[src/rtl/clk_div_prog.sv]
// clk_div_prog: runtime-programmable multi-channel 50%-duty clock divider with rising-edge ticks.
// Optional PHASE_SYNC_EN adds sync_pulse, which phase-aligns every channel in one cycle.
module clk_div_prog #(
  parameter int NUM_CH  = 2,
  parameter int CNT_W   = 16,
  parameter int DEF_DIV = 49
) (
  input  logic              clk_100m,
  input  logic              rst,
  input  logic [NUM_CH-1:0] en,
  input  logic              div_wr_en,
  input  logic [2:0]        div_wr_ch,
  input  logic [CNT_W-1:0]  div_wr_data,
`ifdef PHASE_SYNC_EN
  input  logic              sync_pulse,
`endif
  output logic [NUM_CH-1:0] clk_out,
  output logic [NUM_CH-1:0] tick,
  output logic [NUM_CH-1:0] div_pend
);

  localparam logic [CNT_W-1:0] DEF_DIV_W = CNT_W'(DEF_DIV);
  localparam logic [CNT_W-1:0] CNT_ONE   = CNT_W'(1);

  logic sync_all;
`ifdef PHASE_SYNC_EN
  assign sync_all = sync_pulse;
`else
  assign sync_all = 1'b0;
`endif

  genvar gi;
  generate
    for (gi = 0; gi < NUM_CH; gi++) begin : g_ch
      localparam logic [2:0] CH_IDX = 3'(gi);

      logic [CNT_W-1:0] cnt_reg;
      logic [CNT_W-1:0] act_div_reg;
      logic [CNT_W-1:0] shadow_reg;
      logic             clk_out_reg;
      logic             tick_reg;
      logic             pend_reg;
      logic             running;
      logic             terminal;
      logic             wr_hit;
      logic             apply;

      // A high phase always runs to completion, so a channel stops only once clk_out is low.
      // A write landing in the apply cycle supersedes the older shadow and waits for the next boundary.
      always_comb begin
        running  = en[gi] | clk_out_reg;
        terminal = running & (cnt_reg == act_div_reg);
        wr_hit   = div_wr_en & (div_wr_ch == CH_IDX);
        apply    = pend_reg & ~wr_hit & (terminal | ~running | sync_all);
      end

      always_ff @(posedge clk_100m) begin
        if (rst) begin
          cnt_reg     <= '0;
          act_div_reg <= DEF_DIV_W;
          shadow_reg  <= DEF_DIV_W;
          clk_out_reg <= 1'b0;
          tick_reg    <= 1'b0;
          pend_reg    <= 1'b0;
        end else begin
          if (sync_all) begin
            cnt_reg     <= '0;
            clk_out_reg <= 1'b0;
            tick_reg    <= 1'b0;
          end else begin
            tick_reg <= terminal & ~clk_out_reg;
            if (terminal) begin
              cnt_reg     <= '0;
              clk_out_reg <= ~clk_out_reg;
            end else if (running) begin
              cnt_reg <= cnt_reg + CNT_ONE;
            end else begin
              cnt_reg <= '0;
            end
          end
          if (apply) begin
            act_div_reg <= shadow_reg;
            pend_reg    <= 1'b0;
          end
          if (wr_hit) begin
            shadow_reg <= div_wr_data;
            pend_reg   <= 1'b1;
          end
        end
      end

      assign clk_out[gi]  = clk_out_reg;
      assign tick[gi]     = tick_reg;
      assign div_pend[gi] = pend_reg;
    end
  endgenerate

endmodule

[config.mk]
export PLATFORM = sky130hd
export DESIGN_NAME = clk_div_prog
export DESIGN_NICKNAME = d
export VERILOG_FILES = /design/src/rtl/clk_div_prog.sv
export SDC_FILE = /design/constraint.sdc
export NUM_CORES = 1
export LEC_CHECK = 0
export ABC_AREA = 1
export CAP_MARGIN = 10
export CORE_MARGIN = 8
export CORE_UTILIZATION = 63
export CTS_BUF_LIST = sky130_fd_sc_hd__clkbuf_16
export CTS_CLUSTER_DIAMETER = 80
export CTS_CLUSTER_SIZE = 40
export DETAILED_ROUTE_END_ITERATION = 10
export PLACE_DENSITY = 0.85
export SKIP_CTS_REPAIR_TIMING = 1
export SLEW_MARGIN = 40
export SYNTH_ARGS = -nofsm -noshare
export SYNTH_HDL_FRONTEND = slang
export SYNTH_SLANG_ARGS = --single-unit
export TNS_END_PERCENT = 1
[constraint.sdc]
create_clock -name clk_100m -period 4.1 [get_ports clk_100m]
set_input_delay 1.23 -clock clk_100m [delete_from_list [all_inputs] [get_ports clk_100m]]
set_output_delay 1.23 -clock clk_100m [all_outputs]
set_load 0.1 [all_outputs]
==> summary.txt, run 1 <==
Run status
  • Status: completed

Global routing
  • Initial antenna violation count: 0
  • Largest net degree at the start of global routing: 61
  • Gr usage total: 21.5%
  • Vias in the first global route: 4091
  • First-pass GRT wire length: 18.1 mm
  • Gr ovfl total: 0

Setup path
  • Slowest cell on the critical path: clkdlybuf4s50_1
  • Worst reg2reg path depth: 11
  • Critical R2R Launch: g_ch[1].cnt_reg[10]
  • Worst setup path class: input pin to flip-flop
  • Register-to-register path setup slack: 2.13 ns
  • WP buf/inv: 3
  • CP Cell Sequence: clkdlybuf4s50_1 > clkinv_1 > nand3_2 > inv_1 > nand2_1 > nor2_1
  • WP data arrival: 2.91 ns
  • Critical path's largest stage delay: 0.54 ns
  • CP delay by family, top: buffers and inverters
  • Critical path fanouts, max: 15
  • Required time of the critical path: 4.32 ns
  • Startpoint types: input pin
  • Crit. End Element: flip-flop
  • Reg2reg end: g_ch[1].act_div_reg[13]

STA
  • Final critical-path share of the clock period: 65.7%
  • Worst-Margin Slew: 0.553 ns
  • Max Clk Rate: 371 MHz
  • RSZ-0062 raised after global routing: false
  • Fin. Hold Viols: 0
  • Max transition margin: 63.1%
  • Final setup fails: 0
  • Tmin final: 2.69 ns
  • Setup TNS: 0 ns
  • Clock skew: 0.00636 ns
  • Max Slew Vio Count: 0

Final layout
  • Post-layout nets: 746
  • Diodes inserted: 0
  • Share of cells above drive strength 1: 6.48%
  • Most frequent cells in the layout: 184 x nand2_1, 102 x dfxtp_1, 99 x inv_1, 84 x nor2_1, 61 x a21oi_1
  • P&R area growth vs syn: 10.5%
  • Fin cells: 824
  • Most common cell after layout, fill and taps aside: nand2_1

Yosys
  • Cells after Synth: 710
  • Seq/Total Area, Yosys: 42.9%
  • Syn_nets: 736
  • Avg Cell Area, Syn: 6.70 sq um
  • Synth warn: 0
  • Top_reg_cell synth: dfxtp_1
  • Post-synth EDFFs: 0
  • Library cells used by synthesis: 32
  • Seq cells post-synth: 102
  • Share of synthesized registers carrying an async set or reset: 0%
  • Mapped Area: 4760 sq um

CTS
  • Clock tree root buffer cell: clkbuf_16
  • Max Buffers Root-to-Sink: 2
  • Worst-skew pair later-pin latency: 0.34 ns
  • CTS tree: built
  • TritonCTS buffer count: 9
  • # clock sinks: 102
  • CTS clk-pin slew, worst paths: 0.07 ns
  • H-tree levels: 3

Power and ir drop
  • Sequential power share: 51.9%
  • Power density over the cells: 374 nW/um^2
  • Leakage power: 2.18 nW
  • NetSw: 0.000481 W
  • Net Sw Frac: 24.5%
  • VDD IR-drop max: 0.259 mV
  • Clock share of power: 41.5%
  • Comb power frac: 6.6%
  • Cell-internal power: 0.00148 W

Placed design
  • I/O Buffers: 29
  • Detailed placement HPWL: 7.54 mm
  • Dpl cells: 808
  • GP Congestion: 0.830

Floorplanning
  • FP Rows: 31
  • Die ar.: 10600 sq um
  • Core footprint: 7290 sq um
  • Die height: 103 um
  • Die Wd: 103 um
  • Ports: 30
  • Starting Density: 65.3%

Detailed routing
  • Antenna viol nets, final: 0
  • Avg WL per Cell: 12.8 um
  • Drt via density: 5.24
  • 1st-iter DRT viols: 272
  • Remaining DRCs: 0
  • Final wirelength: 10.5 mm
  • Vias: 4321
  • Drt pass-1 iters: 5

Min path
  • Worst hold path type: flip-flop to flip-flop
  • Hold EP: g_ch[1].shadow_reg[7]
  • Hold Crit Start: g_ch[1].shadow_reg[7]
  • Hold Crit Depth: 2

Flow run
  • Max Cap Viol: 0
[layer usage]
| metal | global-route usage (%) | part of all wire [%] | vias to the layer above |
|---|---|---|---|
| met1 | 27.6 | 46 | 1953 |
| met5 | 0 | 0 | - |
| met3 | 5.06 | 5.8 | 21 |
| li1 | - | - | 2227 |
| met4 | 6.67 | 1.4 | 0 |
| met2 | 34.9 | 47 | 120 |
[tightest hold or removal path: cells and delay by family (launching register included)]
kind	cells	cell delay (ns)
flops	1	0.30
buf+inv	1	0.06
compound gates	1	0.06
[per-stage QoR]
step                total power, W  area [sq um]  utilization, %  hold WS, ns  setup slack, ns
floorplan                  0.00113          4760               -        0.430             1.98
global placement           0.00117          5000            68.5        0.441            0.905
CTS                        0.00197          5260            72.1        0.461             1.20
detailed placement         0.00117          4970            68.1        0.450            0.852
finish                     0.00197          5260            72.1        0.459             1.41
global route               0.00203          5260            72.1        0.472             1.24
[power groups by stage]
stage	combinational (W)	clock, W	sequential [W]
floorplan	0.0000909	0	0.00104
detailed placement	0.000128	0	0.00104
CTS	0.000129	0.000826	0.00102
global placement	0.000124	0	0.00104
global route	0.000147	0.000864	0.00102
finish	0.000129	0.000816	0.00102
[final cells by class]
cell class                      instances  area, sq um
Tap cell                               99          124
Clock inverter                          7         62.6
Fill cell                             614         2040
Timing Repair Buffer                   32          283
Sequential cell                       102         2040
Multi-Input combinational cell        469         2120
Inverter                              106          398
Clock buffer                            9          225
[cells by family (layout without fill, tap and decap cells)]
group | Yosys count | after routing | share of synthesized area (%)
AOI/OAI and AO/OA | 95 | 95 | 10.1
xor gates and xnor gates | 7 | 7 | 1.29
adders and majority gates | 2 | 2 | 0.526
and+or+nand+nor | 365 | 365 | 32.7
buffers and inverters | 139 | 154 | 12.5
DFF | 102 | 102 | 42.9
[worst max path at each step]
stage	from	to	slack, ns	cells after the start
2_1_floorplan	div_wr_ch[1]	g_ch[1].act_div_reg[0]	1.98	8
3_3_place_gp	div_wr_ch[1]	g_ch[1].act_div_reg[4]	0.90	9
3_5_place_dp	div_wr_ch[2]	g_ch[1].act_div_reg[0]	0.85	9
4_1_cts	div_wr_ch[2]	g_ch[1].act_div_reg[13]	1.20	9
5_1_grt	div_wr_ch[0]	g_ch[0].act_div_reg[4]	1.24	9
6_report	rst	g_ch[1].cnt_reg[3]	1.41	6
[cells in the mapped netlist (2+ instances only)]
master | instances | area [sq um]
nor3_1 | 13 | 65.1
xor2_1 | 5 | 43.8
nor2_1 | 84 | 315
xnor2_1 | 2 | 17.5
buf_6 | 6 | 67.6
nand4_1 | 3 | 18.8
nand3_2 | 2 | 20.0
inv_1 | 101 | 379
dfxtp_1 | 102 | 2040
a21oi_1 | 61 | 305
nor2_2 | 3 | 18.8
nand2_1 | 184 | 691
buf_4 | 7 | 52.6
ha_1 | 2 | 25.0
o21ai_0 | 31 | 155
nor3b_1 | 4 | 30.0
or2_2 | 2 | 12.5
nand2_2 | 5 | 31.3
nor3_2 | 2 | 20.0
clkbuf_1 | 18 | 67.6
inv_2 | 4 | 15.0
nand3_1 | 59 | 295
Note: power is estimated with default switching activity, not from simulation.
==> inputs of run 2 (changes only) <==
--- a/config.mk
+++ b/config.mk
@@ -8,12 +8,12 @@
 export ABC_AREA = 1
 export CAP_MARGIN = 10
 export CORE_MARGIN = 8
-export CORE_UTILIZATION = 63
+export CORE_UTILIZATION = 53
 export CTS_BUF_LIST = sky130_fd_sc_hd__clkbuf_16
 export CTS_CLUSTER_DIAMETER = 80
 export CTS_CLUSTER_SIZE = 40
 export DETAILED_ROUTE_END_ITERATION = 10
-export PLACE_DENSITY = 0.85
+export PLACE_DENSITY = 0.76
 export SKIP_CTS_REPAIR_TIMING = 1
 export SLEW_MARGIN = 40
 export SYNTH_ARGS = -nofsm -noshare
==> constraint.sdc (replaced) <==
create_clock -name clk_100m -period 2.4 [get_ports clk_100m]
set_input_delay 0.72 -clock clk_100m [delete_from_list [all_inputs] [get_ports clk_100m]]
set_output_delay 0.72 -clock clk_100m [all_outputs]
set_load 0.1 [all_outputs]
==> run 2 against run 1 <==
Effect of this change: combinational power is 84% higher; flip-flop and latch count stayed put; via count is 0.65% lower; core utilization is 10 points lower; cell count is 1.7% higher; clock power is 67% higher; critical endpoint is now g_ch[1].cnt_reg[14].
==> summary.txt, run 2 (synthesized netlist as in run 1, its figures left out) <==
Detailed routing
  • 1st-iter DRT viols: 214
  • DR top layer: met4
  • Drt pass-1 iters: 4
  • Remaining DRCs: 0
  • Final wirelength: 10.5 mm
  • Met3 WL: 615 um
  • Antenna viol nets, final: 0
  • Drt via density: 5.12
  • Metal2 WL: 4.71 mm
  • Vias: 4293
  • Avg WL per Cell: 12.5 um
  • Met1 Wirelength: 5.06 mm

Final layout
  • P&R area growth vs syn: 13.1%
  • Design Area, Final: 5380 sq um
  • Fin cells: 838
  • Post-layout nets: 752
  • Diodes inserted: 0
  • Most frequent cells in the layout: 184 x nand2_1, 102 x dfxtp_1, 101 x inv_1, 84 x nor2_1, 61 x a21oi_1
  • Most common cell after layout, fill and taps aside: nand2_1
  • Share of cells above drive strength 1: 6.85%

Floorplanning
  • Die height: 111 um
  • Starting Density: 54.6%
  • Die ar.: 12300 sq um
  • Die Wd: 111 um
  • Core footprint: 8720 sq um
  • FP Rows: 34
  • Ports: 30

STA
  • Fin Hold WS: 0.454 ns
  • Final critical-path share of the clock period: 78.8%
  • Clock skew: 0.00979 ns
  • Max Slew Vio Count: 0
  • Worst-Margin Slew: 0.407 ns
  • Max transition margin: 72.8%
  • Max Clk Rate: 529 MHz
  • Tmin final: 1.89 ns
  • RSZ-0062 raised after global routing: false
  • Fin. Hold Viols: 0
  • Setup TNS: 0 ns
  • Final setup fails: 0

CTS
  • Max Buffers Root-to-Sink: 2
  • TritonCTS buffer count: 9
  • H-tree levels: 3
  • Clock tree root buffer cell: clkbuf_16
  • CTS clk-pin slew, worst paths: 0.07 ns
  • CTS tree: built
  • # clock sinks: 102
  • Worst-skew pair later-pin latency: 0.34 ns

Setup path
  • Required time of the critical path: 2.63 ns
  • Critical path fanouts, max: 44
  • WP data arrival: 2.12 ns
  • Crit. End Element: flip-flop
  • Startpoint types: input pin
  • Worst setup path class: input pin to flip-flop

Placed design
  • Detailed placement HPWL: 7.60 mm
  • Total placed instance area: 5100 sq um
  • Dpl cells: 823
  • I/O Buffers: 29
  • GP Congestion: 0.812

Global routing
  • First-pass GRT wire length: 17.9 mm
  • Largest net degree at the start of global routing: 45
  • Gr usage total: 16.9%
  • Initial antenna violation count: 0
  • Vias in the first global route: 3904
  • Gr ovfl total: 0

Power and ir drop
  • Power density over the cells: 621 nW/um^2
  • Total power: 0.00334 W
  • Leakage power: 2.22 nW
  • VDD IR-drop max: 0.530 mV

Min path
  • Worst hold path type: flip-flop to flip-flop

Run status
  • Status: completed

Flow run
  • Max Cap Viol: 0
run 2: layout make-up:
cell class / instances / area [sq um]
sequential: 102 / 2040
tap: 108 / 135
timing repair buffer: 38 / 405
multi-input combinational: 469 / 2120
inverter: 106 / 398
clock inverter: 6 / 53.8
clock buffer: 9 / 225
fill: 776 / 3340
run 2: where the power goes:
group	internal (W)	switching (W)
sequential	0.00172	0.0000193
combinational	0.0000979	0.000139
clock	0.000716	0.000647
run 2: through the flow:
stage	worst slack, ns	utilization (%)
after floorplan	0.789	-
after global placement	0.228	58.5
after detailed placement	0.162	58.5
after CTS	0.525	61.7
after global routing	0.407	61.7
final	0.508	61.7
run 2: per-layer routing:
metal,track usage [%],vias up
met5,0,-
met1,23.2,1957
met3,3.73,8
met4,3.33,0
met2,26.6,83
li1,-,2245
run 2: final timing paths:
path / start / to / slack, ns / depth (start not counted)
worst max-delay path: rst / g_ch[1].cnt_reg[14] / 0.51 / 6
worst min-delay path: g_ch[1].shadow_reg[1] / g_ch[1].shadow_reg[1] / 0.45 / 2
worst max register to register: g_ch[0].cnt_reg[3] / g_ch[0].act_div_reg[2] / 0.68 / 11
worst min register to register: g_ch[1].shadow_reg[1] / g_ch[1].shadow_reg[1] / 0.45 / 2
run 2: worst max-delay path: stages:
cell and delay [ns]:
clkdlybuf4s50_1 0.52, clkinv_1 0.23, buf_12 0.26, nand3_2 0.09
buf_4 0.21, nor2_1 0.08
==> inputs of run 3 (changes only) <==
==> constraint.sdc (replaced) <==
create_clock -name clk_100m -period 1.68 [get_ports clk_100m]
set_input_delay 0.504 -clock clk_100m [delete_from_list [all_inputs] [get_ports clk_100m]]
set_output_delay 0.504 -clock clk_100m [all_outputs]
set_load 0.1 [all_outputs]
==> run 3 against run 2 <==
Effect of this change: core utilization is 4.2 points higher; critical path depth stayed put; global-route usage is 0.65 points higher; sequential share of layout area down 1.9 points; via count rose by 3.1%; total power is 47% higher; first-iteration DRC count increased by 17%; count of clock-buffer cells in the layout unchanged; die area unchanged; routed wire length rose by 5.5%; critical path type unchanged; critical endpoint is now g_ch[0].cnt_reg[14].
==> summary.txt, run 3 (synthesized netlist as in run 1, its figures left out) <==
Flow run
  • Max Cap Viol: 0

Setup path
  • Critical path fanouts, max: 17
  • WP data arrival: 1.87 ns
  • Slowest cell on the critical path: clkdlybuf4s50_1
  • Critical path's largest stage delay: 0.45 ns
  • WP buf/inv: 3
  • Worst setup path class: input pin to flip-flop
  • CP Cell Sequence: clkdlybuf4s50_1 > nor2_1 > inv_1 > nand3_2 > buf_12 > nor3_2
  • CP delay by family, top: buffers and inverters
  • Startpoint types: input pin
  • Required time of the critical path: 1.96 ns
  • Crit. End Element: flip-flop

Power and ir drop
  • Leakage power: 2.37 nW
  • Power density over the cells: 857 nW/um^2
  • VDD IR-drop max: 0.617 mV

Detailed routing
  • Final wirelength: 11.0 mm
  • Drt via density: 5.16
  • Drt pass-1 iters: 4
  • Vias: 4428
  • 1st-iter DRT viols: 251
  • Antenna viol nets, final: 0
  • Avg WL per Cell: 12.9 um
  • Remaining DRCs: 0

Final layout
  • Fin cells: 858
  • Diodes inserted: 0
  • Most common cell after layout, fill and taps aside: nand2_1
  • Most frequent cells in the layout: 183 x nand2_1, 100 x inv_1, 81 x nor2_1, 79 x dfxtp_1, 61 x a21oi_1
  • P&R area growth vs syn: 20.8%
  • Share of cells above drive strength 1: 14.3%
  • Post-layout nets: 771

Placed design
  • Detailed placement HPWL: 7.95 mm
  • GP Congestion: 0.828
  • I/O Buffers: 29
  • Dpl cells: 840

STA
  • Fin. Hold Viols: 0
  • Final setup fails: 0
  • Max transition margin: 71.9%
  • Max Clk Rate: 625 MHz
  • Worst-Margin Slew: 0.421 ns
  • RSZ-0062 raised after global routing: true
  • Setup TNS: 0 ns
  • Clock skew: 0.00868 ns
  • Max Slew Vio Count: 0
  • Final critical-path share of the clock period: 95.2%
  • Tmin final: 1.60 ns

Floorplanning
  • Die height: 111 um
  • Die ar.: 12300 sq um
  • Die Wd: 111 um
  • Core footprint: 8720 sq um
  • FP Rows: 34
  • Ports: 30
  • Starting Density: 54.6%

Global routing
  • Initial antenna violation count: 0
  • Vias in the first global route: 4140
  • Gr usage total: 17.6%
  • Gr ovfl total: 0
  • First-pass GRT wire length: 18.5 mm
  • Largest net degree at the start of global routing: 31

CTS
  • Clock tree root buffer cell: clkbuf_16
  • CTS clk-pin slew, worst paths: 0.08 ns
  • # clock sinks: 102
  • TritonCTS buffer count: 9
  • CTS tree: built
  • H-tree levels: 3
  • Worst-skew pair later-pin latency: 0.34 ns
  • Max Buffers Root-to-Sink: 2

Min path
  • Worst hold path type: flip-flop to flip-flop

Run status
  • Status: completed
-- run 3: changes by cell type in the layout (fill, tap and decap cells not counted), sizes merged --
cell   before  now
buf        15   32
nand2     190  192
inv       108  109
-- run 3: metal layers --
layer	GRT usage, %	share of wire (%)	up-vias
met5	0	0	-
met4	5.41	1.1	0
met3	3.35	4.7	9
met2	28.8	48	88
met1	22.7	47	2055
li1	-	-	2276
-- run 3: per-stage QoR --
stage	utilization (%)	hold slack (ns)	power (W)	area, sq um	setup slack, ns
floorplan	-	0.430	0.00276	4760	0.234
global placement	60.8	0.441	0.00289	5310	-0.213
detailed placement	60.8	0.445	0.00291	5310	-0.278
CTS	64.3	0.455	0.00493	5610	-0.0530
global route	65.9	0.466	0.00512	5750	-0.0255
finish	65.9	0.454	0.00493	5750	0.0809
-- run 3: worst paths after layout --
| path | from | to | slack [ns] | cells past startpoint |
|---|---|---|---|---|
| worst max-delay path | en[0] | g_ch[0].cnt_reg[14] | 0.08 | 6 |
| worst min-delay path | g_ch[0].shadow_reg[10] | g_ch[0].shadow_reg[10] | 0.45 | 2 |
| worst max register to register | g_ch[1].cnt_reg[0] | g_ch[1].cnt_reg[14] | 0.11 | 8 |
| worst min register to register | g_ch[0].shadow_reg[10] | g_ch[0].shadow_reg[10] | 0.45 | 2 |
-- run 3: where the power goes --
part / total, W / internal (W) / switching, W
combinational: 0.000370 / 0.000160 / 0.000210
sequential: 0.00249 / 0.00246 / 0.0000293
clock: 0.00206 / 0.00106 / 0.00101
total: 0.00493 / 0.00368 / 0.00125
-- run 3: tightest hold or removal path: stages, from the launching register on --
cell and delay [ns]:
dfxtp_1 0.30, inv_1 0.06, a21oi_1 0.05
-- run 3: cell type report --
| type | count | area [sq um] |
|---|---|---|
| well taps | 108 | 135 |
| flip-flops and latches | 102 | 2070 |
| repair buffers | 55 | 608 |
| multi-input cells | 471 | 2240 |
| inverters | 106 | 398 |
| clock inverters | 7 | 75.1 |
| clock buffers | 9 | 225 |
| fillers | 716 | 2970 |
